$ cat src/rtl/memstream_pkg.sv
`default_nettype none
// ============================================================================
//  Module  : memstream_pkg
//  Brief   : Shared types and constants for the memstream loader.
//  Revision: 1.0
// ============================================================================
package memstream_pkg;

    typedef enum logic [1:0] {
        IDLE   = 2'd0,
        LOAD   = 2'd1,
        SETTLE = 2'd2,
        RUN    = 2'd3
    } state_t;

    localparam int CFG_WIDTH = 32;

    function automatic int stream_width(input int w);
        return ((w + 7) / 8) * 8;
    endfunction

endpackage
`default_nettype wire

$ cat src/rtl/memstream_loader.sv
`default_nettype none
// ============================================================================
//  Module  : memstream_loader
//  Brief   : Fills the memstream weight memory from AXI-Stream, then releases
//            the memstream reset. A start in RUN reloads the memory.
//  Revision: 1.0
// ============================================================================
module memstream_loader
    import memstream_pkg::*;
#(
    parameter int MEM_DEPTH     = 13824,
    parameter int MEM_WIDTH     = 32,
    parameter int RELEASE_DELAY = 4
) (
    input  logic                                aclk,
    input  logic                                aresetn,
    input  logic                                start,
    input  logic [stream_width(MEM_WIDTH)-1:0]  s_axis_tdata,
    input  logic                                s_axis_tvalid,
    output logic                                s_axis_tready,
    output logic [CFG_WIDTH-1:0]                config_address,
    output logic                                config_ce,
    output logic                                config_we,
    output logic [CFG_WIDTH-1:0]                config_d0,
    output logic                                strm_aresetn,
    output logic                                busy,
    output logic                                done
);

    localparam int c_sw       = stream_width(MEM_WIDTH);
    localparam int c_cnt_w    = $clog2(MEM_DEPTH);
    localparam int c_settle_w = $clog2(RELEASE_DELAY + 1);

    localparam logic [c_cnt_w-1:0]    c_last_word   = c_cnt_w'(MEM_DEPTH - 1);
    localparam logic [c_settle_w-1:0] c_settle_last = c_settle_w'(RELEASE_DELAY);
    localparam logic [c_sw-1:0]       c_data_mask   = c_sw'((64'd1 << MEM_WIDTH) - 64'd1);

    state_t                  r_state;
    logic [c_cnt_w-1:0]      r_cnt;
    logic [c_settle_w-1:0]   r_settle;
    logic                    r_ce;
    logic [CFG_WIDTH-1:0]    r_addr;
    logic [CFG_WIDTH-1:0]    r_d0;
    logic                    r_strm;
    logic                    r_done;

    logic                    w_hs;

    assign s_axis_tready  = (r_state == LOAD);
    assign w_hs           = s_axis_tvalid && s_axis_tready;
    assign busy           = (r_state == LOAD) || (r_state == SETTLE);
    assign config_ce      = r_ce;
    assign config_we      = r_ce;
    assign config_address = r_addr;
    assign config_d0      = r_d0;
    assign strm_aresetn   = r_strm;
    assign done           = r_done;

    always_ff @(posedge aclk or negedge aresetn) begin
        if (!aresetn) begin
            r_state  <= IDLE;
            r_cnt    <= '0;
            r_settle <= '0;
            r_ce     <= 1'b0;
            r_addr   <= '0;
            r_d0     <= '0;
            r_strm   <= 1'b0;
            r_done   <= 1'b0;
        end else begin
            r_ce <= 1'b0;
            case (r_state)
                IDLE: begin
                    if (start) begin
                        r_state <= LOAD;
                        r_cnt   <= '0;
                    end
                end
                LOAD: begin
                    if (w_hs) begin
                        r_ce   <= 1'b1;
                        r_addr <= CFG_WIDTH'(r_cnt);
                        r_d0   <= CFG_WIDTH'(s_axis_tdata & c_data_mask);
                        if (r_cnt == c_last_word) begin
                            r_state  <= SETTLE;
                            r_settle <= '0;
                        end else begin
                            r_cnt <= r_cnt + 1'b1;
                        end
                    end
                end
                // First SETTLE cycle shows the final write; RELEASE_DELAY more follow.
                SETTLE: begin
                    if (r_settle == c_settle_last) begin
                        r_state <= RUN;
                        r_strm  <= 1'b1;
                        r_done  <= 1'b1;
                    end else begin
                        r_settle <= r_settle + 1'b1;
                    end
                end
                RUN: begin
                    if (start) begin
                        r_state <= LOAD;
                        r_cnt   <= '0;
                        r_strm  <= 1'b0;
                        r_done  <= 1'b0;
                    end
                end
                default: r_state <= IDLE;
            endcase
        end
    end

endmodule
`default_nettype wire

$ cat config.mk
export PLATFORM = sky130hd
export DESIGN_NAME = memstream_loader
export DESIGN_NICKNAME = d
export VERILOG_FILES = /design/src/rtl/memstream_pkg.sv /design/src/rtl/memstream_loader.sv
export SDC_FILE = /design/constraint.sdc
export NUM_CORES = 1
export LEC_CHECK = 0
export ABC_AREA = 1
export BUFFER_PORTS_ARGS = -buffer_cell sky130_fd_sc_hd__clkbuf_2
export CAP_MARGIN = 10
export CORE_ASPECT_RATIO = 0.75
export CORE_UTILIZATION = 45
export DETAILED_ROUTE_END_ITERATION = 16
export PLACE_DENSITY = 0.81
export REMOVE_ABC_BUFFERS = 1
export SYNTH_ARGS = -nofsm -noshare
export SYNTH_HDL_FRONTEND = slang
export SYNTH_SLANG_ARGS = --single-unit
$ cat constraint.sdc
create_clock -name aclk -period 3.48 [get_ports aclk]
set_clock_uncertainty 0.2 [all_clocks]
set_input_delay 0.696 -clock aclk [delete_from_list [all_inputs] [get_ports aclk]]
set_output_delay 0.696 -clock aclk [all_outputs]
set_load 0.02 [all_outputs]
==> results of run 1 <==
## metrics by stage
step,setup slack [ns],std cells
after detailed placement,1.24,573
after global placement,1.29,573
final,0.864,588
after global routing,0.809,588
after CTS,0.882,588
after floorplan,0.807,386
## cell type report
cell class,count,share of cell area [%]
multi-input combinational,293,34.5
sequential,67,43.2
timing repair buffer,89,11.9
clock buffer,10,3.29
clock inverter,5,1.42
tap,98,3.16
inverter,26,2.52
## worst register-to-register path, delay by kind of cell (launching register included)
family / cells / cell delay (ns)
buffers and inverters: 3 / 0.46
adder cells (fa/ha/maj): 1 / 0.39
AO/OA/AOI/OAI: 2 / 0.21
AND/OR/NAND/NOR: 2 / 0.45
flip-flops: 1 / 0.42
## metal layers
metal	vias to the layer above	GRT usage, %	share of wire (%)
met3	11	4.34	5.3
li1	1370	-	-
met5	-	0	0
met2	90	30.3	45
met4	0	8.12	1.8
met1	1253	24.8	48
## flip-flops by register name (all words and copies together), names as in the netlist
register        count
config_d0          32
done                1
r_state             2
r_cnt              14
config_address     14
config_ce           1
r_settle            3
## layout by cell type, fill, tap and decap left out, types with 2 or more instances in the layout
| cell type | count |
|---|---|
| a21oi_1 | 2 |
| clkbuf_2 | 86 |
| clkbuf_8 | 9 |
| clkinv_2 | 2 |
| clkinvlp_4 | 2 |
| conb_1 | 18 |
| dfrtp_1 | 67 |
| ha_1 | 7 |
| inv_1 | 20 |
| inv_2 | 6 |
| nand2_1 | 186 |
| nand2_2 | 3 |
| nand3_1 | 12 |
| nand3_4 | 2 |
| nand4_1 | 4 |
| nor2_1 | 22 |
| o21ai_0 | 15 |
| o21ai_1 | 9 |
| o21ai_2 | 6 |
## logic make-up (layout without fill, tap and decap cells)
group	after synthesis	after routing	share of synthesized area [%]
adders and majority gates	7	7	2.67
buffers and inverters	59	130	10.0
DFF	67	67	51.2
AOI/OAI and AO/OA	34	34	6.15
and+or+nand+nor	233	233	29.6
other	1	18	0.114
xor gates and xnor gates	1	1	0.267
## final timing paths
kind                                           to  slack [ns]
worst min-delay path                config_d0[20]        0.24
max in group asynchronous             r_settle[2]        2.20
worst min register to register  config_address[5]        0.28
worst max-delay path                         busy        0.86
worst max register to register          r_cnt[12]        1.23
min in group aclk               config_address[5]        0.28
## power groups by stage
stage	Sequential, W	Clock [W]	Combinational, W
6_report	0.00116	0.000613	0.00136
5_1_grt	0.00119	0.000659	0.00152
4_1_cts	0.00116	0.000633	0.00136
3_5_place_dp	0.00117	0	0.00136
3_3_place_gp	0.00116	0	0.00132
2_1_floorplan	0.00141	0	0.000659
==> reports/metrics.cfg, run 1 <==
[setup_path]
worstPathRequired_ns = 2.58
path_depth = 4
critPathLaunchType = flip-flop
critical_path_arrival_ns = 1.72
r2r-start = r_state[0]
criticalPathCategory = flip-flop to primary output
max_stage_delay_ns = 0.42
rr_worst_depth = 8
end_kind = primary output
slowest_stage = dfrtp_1
path_max_fanout = 14
crit_buf_inv = 3
crit_family = buffers and inverters
critPathLaunch = r_state[0]
cp_cell_sequence = inv_1 -> ha_1 -> inv_2 -> clkbuf_2

[detailed_routing]
wl_per_cell_um = 11.5
vias = 2724
antenna_left = 0
drt-initial-drc-count = 182
drt_first_pass_iters = 4
wirelength_um = 6730
vias_per_cell = 4.63
drc = 0

[power]
powerDensity_nw_per_um2 = 807
power.internal_w = 0.00173
power_w = 0.00313
peakVddDrop_mv = 0.313
pwr-share-clk_pct = 19.6
total_leakage_power_nw = 2.17
p_switching_w = 0.00140
seqPwrFrac_pct = 37.0
sw_frac_of_total_pct = 44.7
combinationalPowerShare_pct = 43.4

[floorplanning]
start_util_pct = 47.3
fp.dieH_um = 75.9
core_um2 = 6930
rows = 26
die_w_um = 101
dieArea_um2 = 7630
io_pins = 106

[yosys]
synth.top_cells.by_area = dfrtp_1 (51%), nand2_1 (21%), buf_4 (4.8%)
ys_warn_count = 0
synthesis.area_um2 = 3280
ys_types = 27
ys_ff_latch = 67
synth-main-ff-cell = dfrtp_1
ys_seq_area_share_pct = 51.2
synth_edf_count = 0
syn_avg_cell_area_um2 = 8.15
yosys.area.top_type_share_pct = 51.2
netlist.top_cell.by_area = dfrtp_1
synth_commonest_cells = nand2_1 (187), dfrtp_1 (67), nor2_1 (22)
netlist_instances = 402
async_flop_share_pct = 100
yosysMostFrequentCell = nand2_1

[finish]
area_growth_pct = 18.4
diodes = 0
layout-drive-gt1-share_pct = 25.5
finish.net_count = 529
regArea_um2 = 1680
fin_area_um2 = 3880
final_core_util_pct = 56.0
fill_cells = 656
multi_input_area_um2 = 1340

[sta]
hold_violations = 0
layout_min_cycle_time_ns = 2.62
maxSlewViolCount = 0
hold_ws_ns = 0.238
period_share_pct = 75.2
relSlewSlack_pct = 47.9
max_freq_mhz = 382
setup_violations = 0
rsz0062_at_grt = no
worst_pin_slew_ns = 0.781
setup_tns_ns = 0

[clock_tree]
clkTransAtPathRegs_ns = 0.07
post_cts_buffers = 0
cts.path.max_buffers = 2
cts_root_buf = clkbuf_8
numCtsBuffers = 9
cts_max_level = 3
cts_tree = built
cts_resized = 0
cts_hold_buf = 0
clock_latency_ns = 0.34
cts_sinks = 67

[global_routing]
grt_pass1_wl_um = 11500
grt_pass1_vias = 2572
grt_max_degree = 38
antenna_found_initial = 0
overflow = 0
grt_use_total_pct = 19.0

[flow_run]
cap_violations = 0

[outcome]
status = completed

[place]
port_buffers = 87
gp_congestion = 0.845
placed_cell_area_um2 = 3700
place_hpwl_um = 4840

[worst_hold_path]
hp-class = primary input to asynchronous set/reset pin

No activity file was read; power rests on OpenSTA's default activity.
==> inputs of run 2 (changes only) <==
ABC_AREA = 0   (was 1)
clock period = 2.75 ns   (was 3.48 ns; I/O delays follow)
==> reports/metrics.cfg, run 2 <==
[floorplanning]
rows = 26  ; unchanged
fp.dieH_um = 75.7  ; -0.30%
core_um2 = 6900  ; -0.47%
die_w_um = 100  ; -0.30%
dieArea_um2 = 7590  ; -0.59%
start_util_pct = 47.2  ; -0.067 points
io_pins = 106  ; unchanged

[setup_path]
end_kind = flip-flop
critPathLaunch = r_state[0]
crit_family = simple AND/OR/NAND/NOR gates
crit_buf_inv = 1  ; -2
critPathLaunchType = flip-flop
criticalPathCategory = flip-flop to flip-flop
cp_cell_sequence = inv_1 -> ha_1 -> nor2_1 -> nor3_1 -> mux2_2
worstPathRequired_ns = 2.77  ; +0.19 ns
path_max_fanout = 14  ; unchanged
max_stage_delay_ns = 0.73  ; +0.31 ns
critical_path_arrival_ns = 2.40  ; +0.68 ns
path_depth = 5  ; +1
r2r-start = r_state[0]
rr_worst_depth = 5  ; -3
slowest_stage = nor2_1

[sta]
rsz0062_at_grt = no
setup_violations = 0  ; unchanged
max_freq_mhz = 419
hold_violations = 0  ; unchanged
setup_tns_ns = 0  ; unchanged
layout_min_cycle_time_ns = 2.38
maxSlewViolCount = 0  ; unchanged
period_share_pct = 86.7
worst_pin_slew_ns = 0.880  ; +0.0989 ns
relSlewSlack_pct = 41.1  ; -6.8 points

[yosys]
ys_warn_count = 0  ; unchanged
syn_avg_cell_area_um2 = 12.2  ; +50%
ys_types = 45  ; +67%
netlist.top_cell.by_area = dfrtp_1
synthesis.area_um2 = 3260  ; -0.61%
synth.top_cells.by_area = dfrtp_1 (51%), mux2_2 (16%), buf_4 (4.8%)
yosys.area.top_type_share_pct = 51.5  ; +0.31 points
ys_ff_latch = 67  ; unchanged
synth-main-ff-cell = dfrtp_1
netlist_instances = 266  ; -34%
ys_seq_area_share_pct = 51.5  ; +0.31 points
async_flop_share_pct = 100  ; unchanged
yosysMostFrequentCell = dfrtp_1
synth_commonest_cells = dfrtp_1 (67), mux2_2 (46), buf_4 (21)
synth_edf_count = 0  ; unchanged

[place]
port_buffers = 87  ; unchanged
gp_congestion = 0.808  ; -4.4%
place_hpwl_um = 4420  ; -8.7%

[clock_tree]
numCtsBuffers = 9  ; unchanged
cts_tree = built
cts_hold_buf = 0  ; unchanged
clkTransAtPathRegs_ns = 0.07  ; about the same
cts_resized = 0  ; unchanged
clock_latency_ns = 0.34  ; about the same
post_cts_buffers = 0  ; unchanged
cts_max_level = 3  ; unchanged
cts_root_buf = clkbuf_8
cts.path.max_buffers = 2  ; unchanged
cts_sinks = 67  ; unchanged

[finish]
largest_register_ffs = 32  ; unchanged
final_core_util_pct = 56.1  ; +0.12 points
regArea_um2 = 1680  ; unchanged
diodes = 0  ; unchanged
final_common_cell = clkbuf_2
layout_common_cells = clkbuf_2 (86), dfrtp_1 (67), mux2_2 (46)
fill_cells = 612  ; -6.7%
finish.net_count = 391  ; -26%
area_growth_pct = 18.8
layout-drive-gt1-share_pct = 45.5  ; +20 points
multi_input_area_um2 = 1360  ; +1.8%

[detailed_routing]
vias = 2319  ; -15%
antenna_left = 0  ; unchanged
drt-initial-drc-count = 88  ; -52%
drc = 0  ; unchanged
wirelength_um = 6130  ; -9.0%
vias_per_cell = 5.15  ; +11%
wl_per_cell_um = 13.6  ; +19%
drt_first_pass_iters = 4  ; unchanged

[global_routing]
grt_use_met2_pct = 30.5  ; +0.18 points
grt_max_degree = 42  ; +11%
grt_use_total_pct = 17.7  ; -1.4 points
grt.busiest_layer = met2
grt_pass1_vias = 2225  ; -13%
antenna_found_initial = 0  ; unchanged
grt_pass1_wl_um = 10200  ; -11%
grt_use_met1_pct = 20.8  ; -4.0 points
overflow = 0  ; unchanged
met3_usage_pct = 5.69  ; +1.4 points

[power]
total_leakage_power_nw = 1.91  ; -12%
sw_frac_of_total_pct = 39.6  ; -5.2 points
power.internal_w = 0.00252  ; +46%
p_switching_w = 0.00165  ; +18%
seqPwrFrac_pct = 35.6  ; -1.4 points
powerDensity_nw_per_um2 = 1080  ; +34%
pwr-share-clk_pct = 19.2  ; -0.4 points
peakVddDrop_mv = 0.560  ; +79%
combinationalPowerShare_pct = 45.1  ; +1.7 points

[worst_hold_path]
hp-class = primary input to asynchronous set/reset pin

[outcome]
status = completed

[flow_run]
cap_violations = 0  ; unchanged

-- run 2: layout make-up --
type / count / area share [%]
clock buffer: 13 / 4.11
sequential: 67 / 43.3
clock inverter: 2 / 0.905
tap: 98 / 3.17
multi-input combinational: 170 / 35.2
timing repair buffer: 92 / 12.5
inverter: 8 / 0.776
-- run 2: layer usage --
layer | share of wire (%) | vias to the layer above
li1 | - | 1102
met4 | 1.3 | 0
met3 | 5.9 | 9
met2 | 47 | 78
met1 | 45 | 1130
met5 | 0 | -
-- run 2: path summary, 6_finish.rpt --
kind                       slack, ns            endpoint
max reg2reg                     0.37            r_cnt[1]
max                             0.37            r_cnt[1]
min                             0.01  config_address[13]
min reg2reg                     0.29  config_address[13]
max in group asynchronous       1.70            r_cnt[1]
min in group aclk               0.25       config_d0[29]
-- run 2: power by group through the flow --
stage | sequential, W | combinational (W) | clock (W)
global placement | 0.00149 | 0.00183 | 0
finish | 0.00149 | 0.00189 | 0.000803
global route | 0.00153 | 0.00204 | 0.000878
CTS | 0.00149 | 0.00190 | 0.000833
floorplan | 0.00184 | 0.000942 | 0
detailed placement | 0.00151 | 0.00190 | 0
-- run 2: per-stage QoR --
step	area (um^2)	instances	setup slack [ns]	hold WS, ns	total power [W]
detailed placement	3680	435	0.359	0.284	0.00340
global route	3870	450	0.177	0.0504	0.00446
global placement	3680	435	0.478	0.264	0.00332
CTS	3870	450	0.350	0.0267	0.00423
floorplan	3070	245	0.0685	0.0544	0.00278
finish	3870	450	0.366	0.0145	0.00418
-- run 2: cell families after synthesis --
logic type	Yosys count	share of synthesized area, %
other cells	1	0.115
mux	49	16.8
buf+inv	46	8.76
fa+ha+maj	7	2.69
flops	67	51.5
compound gates	52	11.8
simple gates	44	8.34
